File: src/rtl/memory_cycle_pkg.sv
// Shared encodings and bundles for the RV32I memory stage.
// Used by memory_cycle and its load alignment helper.
package memory_cycle_pkg;

  localparam logic [2:0] F3_B  = 3'b000;
  localparam logic [2:0] F3_H  = 3'b001;
  localparam logic [2:0] F3_W  = 3'b010;
  localparam logic [2:0] F3_BU = 3'b100;
  localparam logic [2:0] F3_HU = 3'b101;

  localparam logic [1:0] RESULTSRC_LOAD = 2'b01;

  typedef enum logic {
    IDLE,
    WAIT
  } state_t;

  typedef struct packed {
    logic [31:0] aluResult;
    logic [31:0] pcPlus4;
    logic [31:0] auLuResult;
    logic [31:0] readData;
    logic [4:0]  rd;
    logic [1:0]  resultSrc;
    logic        regWrite;
    logic        luau;
  } mw_t;

endpackage

File: src/rtl/memory_cycle_load_align.sv
// Load lane select and sign/zero extension.
// Purely combinational; a is the already-adjusted byte offset.
module memory_cycle_load_align
  import memory_cycle_pkg::*;
(
  input  logic [31:0] rdata,
  input  logic [2:0]  funct3,
  input  logic [1:0]  a,
  output logic [31:0] data
);

  logic [7:0]  byteLane;
  logic [15:0] halfLane;

  always_comb begin
    byteLane = rdata[7:0];
    unique case (a)
      2'd0: byteLane = rdata[7:0];
      2'd1: byteLane = rdata[15:8];
      2'd2: byteLane = rdata[23:16];
      2'd3: byteLane = rdata[31:24];
    endcase
  end

  assign halfLane = a[1] ? rdata[31:16] : rdata[15:0];

  always_comb begin
    data = rdata;
    unique case (funct3)
      F3_B:    data = {{24{byteLane[7]}}, byteLane};
      F3_BU:   data = {24'h0, byteLane};
      F3_H:    data = {{16{halfLane[15]}}, halfLane};
      F3_HU:   data = {16'h0, halfLane};
      default: data = rdata;
    endcase
  end

endmodule

File: src/rtl/memory_cycle.sv
// RV32I memory stage: lane alignment, dmem handshake, M/W register.
// Define MEM_MISALIGN_TRAP_EN to flag and suppress misaligned accesses.
module memory_cycle
  import memory_cycle_pkg::*;
#(
  parameter int TIMEOUT_CYCLES = 255,
  parameter int CNT_W          = 8
) (
  input  logic        clk,
  input  logic        rst,
  input  logic [31:0] ALUResultM,
  input  logic [31:0] WriteDataM,
  input  logic [31:0] PCPlus4M,
  input  logic [31:0] InstrM,
  input  logic [4:0]  RdM,
  input  logic        RegWriteM,
  input  logic        MemWriteM,
  input  logic [1:0]  ResultSrcM,
  input  logic [31:0] AuLu_ResultM,
  input  logic        luauEM,
  output logic        dmem_req,
  output logic        dmem_we,
  output logic [31:0] dmem_addr,
  output logic [31:0] dmem_wdata,
  output logic [3:0]  dmem_wstrb,
  input  logic [31:0] dmem_rdata,
  input  logic        dmem_ready,
  output logic        StallM,
  output logic        bus_err,
  output logic        misaligned,
  output logic [31:0] ReadDataW,
  output logic [31:0] ALUResultW,
  output logic [31:0] PCPlus4W,
  output logic [31:0] AuLu_ResultW,
  output logic [4:0]  RdW,
  output logic [1:0]  ResultSrcW,
  output logic        RegWriteW,
  output logic        luauW
);

  logic [2:0]  funct3;
  logic [1:0]  aRaw;
  logic [1:0]  a;
  logic        isH;
  logic        isW;
  logic        acc;
  logic        mis;
  logic        unusedInstr;

  assign funct3 = InstrM[14:12];
  assign aRaw   = ALUResultM[1:0];
  assign acc    = MemWriteM | (ResultSrcM == RESULTSRC_LOAD);
  assign isH    = (funct3 == F3_H) | (funct3 == F3_HU);
  assign isW    = (funct3 == F3_W);

  assign unusedInstr = ^{InstrM[31:15], InstrM[11:0]};

`ifdef MEM_MISALIGN_TRAP_EN
  assign a   = aRaw;
  assign mis = acc & ((isH & aRaw[0]) | (isW & (aRaw != 2'b00)));
`else
  // Sub-natural offset bits are simply dropped.
  assign a   = isW ? 2'b00 : (isH ? {aRaw[1], 1'b0} : aRaw);
  assign mis = 1'b0;
`endif

  assign dmem_we   = MemWriteM;
  assign dmem_addr = {ALUResultM[31:2], 2'b00};

  always_comb begin
    dmem_wstrb = 4'b0000;
    dmem_wdata = WriteDataM;
    if (MemWriteM) begin
      unique case (1'b1)
        (funct3 == F3_B): begin
          dmem_wstrb = 4'b0001 << a;
          dmem_wdata = {4{WriteDataM[7:0]}};
        end
        (funct3 == F3_H): begin
          dmem_wstrb = a[1] ? 4'b1100 : 4'b0011;
          dmem_wdata = {2{WriteDataM[15:0]}};
        end
        (funct3 == F3_W): begin
          dmem_wstrb = 4'b1111;
          dmem_wdata = WriteDataM;
        end
        default: dmem_wstrb = 4'b0000;
      endcase
    end
  end

  state_t            state;
  state_t            stateNxt;
  logic [CNT_W-1:0]  cnt;
  logic              reqRaw;
  logic              timeoutAbort;
  logic              stallInt;

  always_ff @(posedge clk or negedge rst) begin
    if (!rst) begin
      state <= IDLE;
      cnt   <= '0;
    end else begin
      state <= stateNxt;
      cnt   <= (state == IDLE) ? '0 : cnt + CNT_W'(1);
    end
  end

  always_comb begin
    stateNxt = state;
    unique case (state)
      IDLE: if (acc && !mis && !dmem_ready) stateNxt = WAIT;
      WAIT: if (dmem_ready || timeoutAbort) stateNxt = IDLE;
      default: stateNxt = IDLE;
    endcase
  end

  always_comb begin
    reqRaw       = 1'b0;
    timeoutAbort = 1'b0;
    unique case (state)
      IDLE: reqRaw = acc & ~mis;
      WAIT: begin
        reqRaw       = 1'b1;
        // A same-cycle ready beats the timeout.
        timeoutAbort = (TIMEOUT_CYCLES != 0) && !dmem_ready &&
                       (cnt == CNT_W'(TIMEOUT_CYCLES));
      end
      default: reqRaw = 1'b0;
    endcase
  end

  assign stallInt = reqRaw & ~dmem_ready & ~timeoutAbort;
  assign dmem_req = reqRaw & rst;
  assign StallM   = stallInt & rst;

  logic [31:0] alignedData;

  memory_cycle_load_align loadAlign (
    .rdata  (dmem_rdata),
    .funct3 (funct3),
    .a      (a),
    .data   (alignedData)
  );

  mw_t mw;

  always_ff @(posedge clk or negedge rst) begin
    if (!rst) begin
      mw         <= '0;
      bus_err    <= 1'b0;
      misaligned <= 1'b0;
    end else begin
      bus_err    <= timeoutAbort;
      misaligned <= mis & (state == IDLE);
      if (stallInt) begin
        mw.regWrite <= 1'b0;
      end else begin
        mw.aluResult  <= ALUResultM;
        mw.pcPlus4    <= PCPlus4M;
        mw.auLuResult <= AuLu_ResultM;
        mw.readData   <= alignedData;
        mw.rd         <= RdM;
        mw.resultSrc  <= ResultSrcM;
        mw.regWrite   <= RegWriteM & ~timeoutAbort & ~mis;
        mw.luau       <= luauEM;
      end
    end
  end

  assign ReadDataW    = mw.readData;
  assign ALUResultW   = mw.aluResult;
  assign PCPlus4W     = mw.pcPlus4;
  assign AuLu_ResultW = mw.auLuResult;
  assign RdW          = mw.rd;
  assign ResultSrcW   = mw.resultSrc;
  assign RegWriteW    = mw.regWrite;
  assign luauW        = mw.luau;

endmodule
File: config.mk
export PLATFORM = sky130hd
export DESIGN_NAME = memory_cycle
export DESIGN_NICKNAME = d
export VERILOG_FILES = /design/src/rtl/memory_cycle_pkg.sv /design/src/rtl/memory_cycle_load_align.sv /design/src/rtl/memory_cycle.sv
export SDC_FILE = /design/constraint.sdc
export NUM_CORES = 1
export LEC_CHECK = 0
export CORE_AREA = 2 2 160 162
export DETAILED_ROUTE_END_ITERATION = 12
export DIE_AREA = 0 0 162 164
export HOLD_SLACK_MARGIN = 0.08
export PLACE_DENSITY = 0.6
export SLEW_MARGIN = 10
export SYNTH_ARGS = -nofsm -noshare
export SYNTH_HDL_FRONTEND = slang
export SYNTH_SLANG_ARGS = --single-unit
File: constraint.sdc
create_clock -name clk -period 2.5 [get_ports clk]
set_clock_uncertainty 0.05 [all_clocks]
set_input_delay 0.625 -clock clk [delete_from_list [all_inputs] [get_ports clk]]
set_output_delay 0.625 -clock clk [all_outputs]
set_load 0.01 [all_outputs]
==> results of run 1 <==
[where the power goes]
group	leakage (nW)	switching, W	total [W]	internal [W]
logic	3.52	0.000810	0.00183	0.00102
registers	1.78	0.000133	0.00276	0.00263
clock network	0.275	0.00114	0.00255	0.00141
[synthesized netlist by cell type, types with 3 or more instances]
cell type | instances | area, um2
sky130_fd_sc_hd__mux2i_1 | 8 | 80.08
sky130_fd_sc_hd__buf_2 | 26 | 130.1
sky130_fd_sc_hd__dfrtp_1 | 147 | 3679
sky130_fd_sc_hd__a221oi_1 | 8 | 70.07
sky130_fd_sc_hd__a21oi_2 | 10 | 87.58
sky130_fd_sc_hd__buf_4 | 44 | 330.3
sky130_fd_sc_hd__o21ai_0 | 10 | 50.05
sky130_fd_sc_hd__and2_1 | 9 | 56.30
sky130_fd_sc_hd__a21o_1 | 8 | 60.06
sky130_fd_sc_hd__inv_1 | 20 | 75.07
sky130_fd_sc_hd__clkbuf_1 | 14 | 52.55
sky130_fd_sc_hd__mux2_2 | 23 | 259.0
sky130_fd_sc_hd__nand2b_1 | 3 | 18.77
sky130_fd_sc_hd__nor2_1 | 40 | 150.1
sky130_fd_sc_hd__nand2_1 | 347 | 1303
sky130_fd_sc_hd__xor2_1 | 3 | 26.28
sky130_fd_sc_hd__o22ai_1 | 8 | 50.05
sky130_fd_sc_hd__a21oi_1 | 18 | 90.09
sky130_fd_sc_hd__nand3_1 | 5 | 25.02
sky130_fd_sc_hd__a31oi_1 | 8 | 50.05
sky130_fd_sc_hd__nor2b_1 | 4 | 25.02
sky130_fd_sc_hd__xnor2_1 | 3 | 26.28
[through the flow]
step                util [%]  cell area (um2)  hold slack (ns)  worst slack [ns]
floorplan                  -             6913           0.2794           0.06453
global placement       44.34            11000           0.3984           -0.7002
detailed placement     44.34            11000           0.4047           -0.7125
CTS                    47.55            11800           0.3528          -0.02347
global route           47.81            11870           0.3112          -0.04311
finish                 47.81            11870           0.2295        -0.0008897
[routing by layer]
| layer | wire, um | track usage [%] | share of wire (%) | up-vias |
|---|---|---|---|---|
| li1 | - | - | - | 3241 |
| met4 | 451 | 5.792 | 1.9 | 2 |
| met1 | 9607 | 21.20 | 40 | 3090 |
| met2 | 12000 | 30.54 | 50 | 303 |
| met3 | 2118 | 6.086 | 8.8 | 29 |
| met5 | 13 | 0 | 0.054 | - |
[cells by family (layout without fill, tap and decap cells)]
family	Yosys count	in the layout	synth area share [%]
buffers and inverters	108	501	8.969
adder cells (fa/ha/maj)	1	1	0.1812
AO/OA/AOI/OAI	80	81	8.389
multiplexers	31	31	4.910
AND/OR/NAND/NOR	415	415	23.46
XOR/XNOR	6	6	0.7611
other	1	4	0.05431
flip-flops	147	147	53.27
[registers in the layout, summed over array words and instances, names as in the netlist, 2 cells and up]
name          count
ALUResultW       32
AuLu_ResultW     32
PCPlus4W         32
ReadDataW        32
cnt               8
RdW               5
ResultSrcW        2
[worst paths after layout]
| path | cells past startpoint | slack [ns] | to |
|---|---|---|---|
| worst min register to register | 2 | 0.41 | AuLu_ResultW[8]$_DFFE_PN0N_ |
| worst max register to register | 7 | 0.23 | PCPlus4W[9]$_DFFE_PN0N_ |
| worst max-delay path | 8 | -0.0009 | dmem_wdata[14] |
| worst min-delay path | 2 | 0.23 | ReadDataW[7]$_DFFE_PN0N_ |
| min in group clk | 2 | 0.41 | AuLu_ResultW[8]$_DFFE_PN0N_ |
| max in group asynchronous | 2 | 1.42 | ALUResultW[10]$_DFFE_PN0N_ |
[critical path, delay by kind of cell]
family | cells | cell delay, ns
buf+inv | 4 | 0.49
mux | 1 | 0.30
simple gates | 3 | 0.41
[repair_timing]
item	in CTS	in global routing
pin swaps	4	3
gates cloned	1	1
gates resized for setup	118	17
endpoints found under the setup margin	149	95
buffers inserted	17	2
[final cells by class]
cell class / instances / area, um2
repair buffers: 449 / 4389
fillers: 2419 / 12950
clock buffers: 17 / 425.4
flip-flops and latches: 147 / 3679
multi-input cells: 537 / 2719
well taps: 330 / 412.9
inverters: 20 / 77.57
diodes: 1 / 2.502
clock inverters: 15 / 160.2
==> metrics.md, run 1 <==
| Metric | Value |
|---|---|
| Standby leakage power | `5.575 nW` |
| # Max-Cap Violations | `0` |
| Final TNS setup | `-0.0008897 ns` |
| Run status | `complete, but fails checks` |
| Smallest setup slack after layout | `-0.0008897 ns` |
| Fraction of final layout cells with drive strength greater than 1 | `14.35%` |
| Max Slew Vio Count | `0` |
| Critical path data arrival time | `1.83 ns` |
| Netlist area before placement | `6905 um2` |
| Headroom to the max-slew limit | `40.75%` |
| Final antenna-violating net count | `0` |
| Period utilization | `100.0%` |
| Least-Margin Pin Slew | `0.8887 ns` |
| Largest net degree at the start of global routing | `148` |
| Root Buffer | `sky130_fd_sc_hd__clkbuf_16` |
| Count of state elements after synthesis | `147` |
| DRC viols | `0` |
| Via density per instance | `4.396` |
| Wire length of the first global-routing pass | `36,850 um` |
| Vias in the first global route | `6,763` |
| Total Power | `0.007144 W` |
| Synth-to-Final Area Change | `71.82%` |
| CP Cell Sequence | `buf_8 > nor2_4 > and2_4 > nor2b_4 > buf_6 > buf_6 > mux2_4 > buf_6` |
| Crit Reg-Reg Startpoint | `cnt[5]$_DFF_PN0_` |
| Share of flip-flops with an asynchronous set or reset | `100.0%` |
| Hold violation total from the final report | `0` |
| Worst path required time | `1.82 ns` |
| Initial core utilization | `27.82%` |
| Cell type of the slowest stage on the worst timing path | `sky130_fd_sc_hd__mux2_4` |
| Leading cell type in the layout, fill and taps excluded | `sky130_fd_sc_hd__nand2_1` |
| Clock period minus worst slack | `2.501 ns` |
| Routability congestion estimate | `0.8254` |
| Top-Level Pins | `415` |
| Kind of critical path | `input port to output port` |
| DP HPWL | `17,260 um` |
| Detailed-router iteration count before antenna repair | `5` |
| Unrepaired setup endpoints after global routing | `yes` |
| H-tree depth | `4` |
| Cells after DPL | `1,462` |
| Total track usage | `17.88%` |
| Vias | `6,665` |
| Main flop type after synthesis | `sky130_fd_sc_hd__dfrtp_1` |
| Setup crit end kind | `output port` |
| Cell repeated most along the worst path | `sky130_fd_sc_hd__buf_6` |
| Die Footprint | `26,570 um2` |
| Synth warn | `0` |
| Site Rows | `58` |
| Avg Cell Area, Syn | `8.752 um2` |
| Antenna violations before repair | `2` |
| Failing checks | `setup timing` |
| Number of non-filler instances in the completed layout | `1,516` |
| Max rail drop VDD | `435.6 uV` |
| Total power divided by cell area | `602.1 nW/um2` |
| Clock latency on the worst-skew pair | `0.42 ns` |
| Cell count after synthesis | `789` |
| Seq/Total Area, Yosys | `53.27%` |
| CTS tree | `built` |
| Leading cell types in the layout, fill and taps excluded | `sky130_fd_sc_hd__nand2_1 (346), sky130_fd_sc_hd__clkdlybuf4s50_1 (341), sky130_fd_sc_hd__dfrtp_1 (147), sky130_fd_sc_hd__buf_4 (52), sky130_fd_sc_hd__nor2_1 (38)` |
| Chip width | `162 um` |
| Post-synth EDFFs | `0` |
| Clock tree buffer depth | `2` |
| Wire length per cell | `15.95 um` |
| Final layout net count | `1,378` |
| Die height | `164 um` |
| Hold Crit Class | `input port to asynchronous set/reset pin` |
| Cell variety after synth | `41` |
| Clock buffer count from CTS | `17` |
| Maximum frequency from static timing analysis | `399.9 MHz` |
| Leftover overflow at the end of global routing | `0` |
| Max stage delay on crit path | `0.30 ns` |
| Total length of routed wires | `24,190 um` |
| Clock edge transition at the registers on the reported setup and hold paths | `0.07 ns` |
| Core Box Area | `24,820 um2` |
| Number of hold buffers added after cts | `0` |
| IO Port Bufs | `382` |
| Clk sink count | `147` |
| Setup violation total in the final timing report | `1` |
| Launch point of the worst path | `InstrM[13]` |
| DRC violation total after the first TritonRoute iteration | `404` |
| Worst setup SP type | `input port` |
| Crit path max fanout | `4` |
No activity file was read; power rests on OpenSTA's default activity.
==> run 2: changes to the inputs <==
--- a/config.mk
+++ b/config.mk
@@ -5,6 +5,7 @@
 export SDC_FILE = /design/constraint.sdc
 export NUM_CORES = 1
 export LEC_CHECK = 0
+export CAP_MARGIN = 10
 export CORE_AREA = 2 2 160 162
 export DETAILED_ROUTE_END_ITERATION = 12
 export DIE_AREA = 0 0 162 164
==> results of run 2 <==
Same layout as run 1: the final DEF is identical, and so are final timing and power.
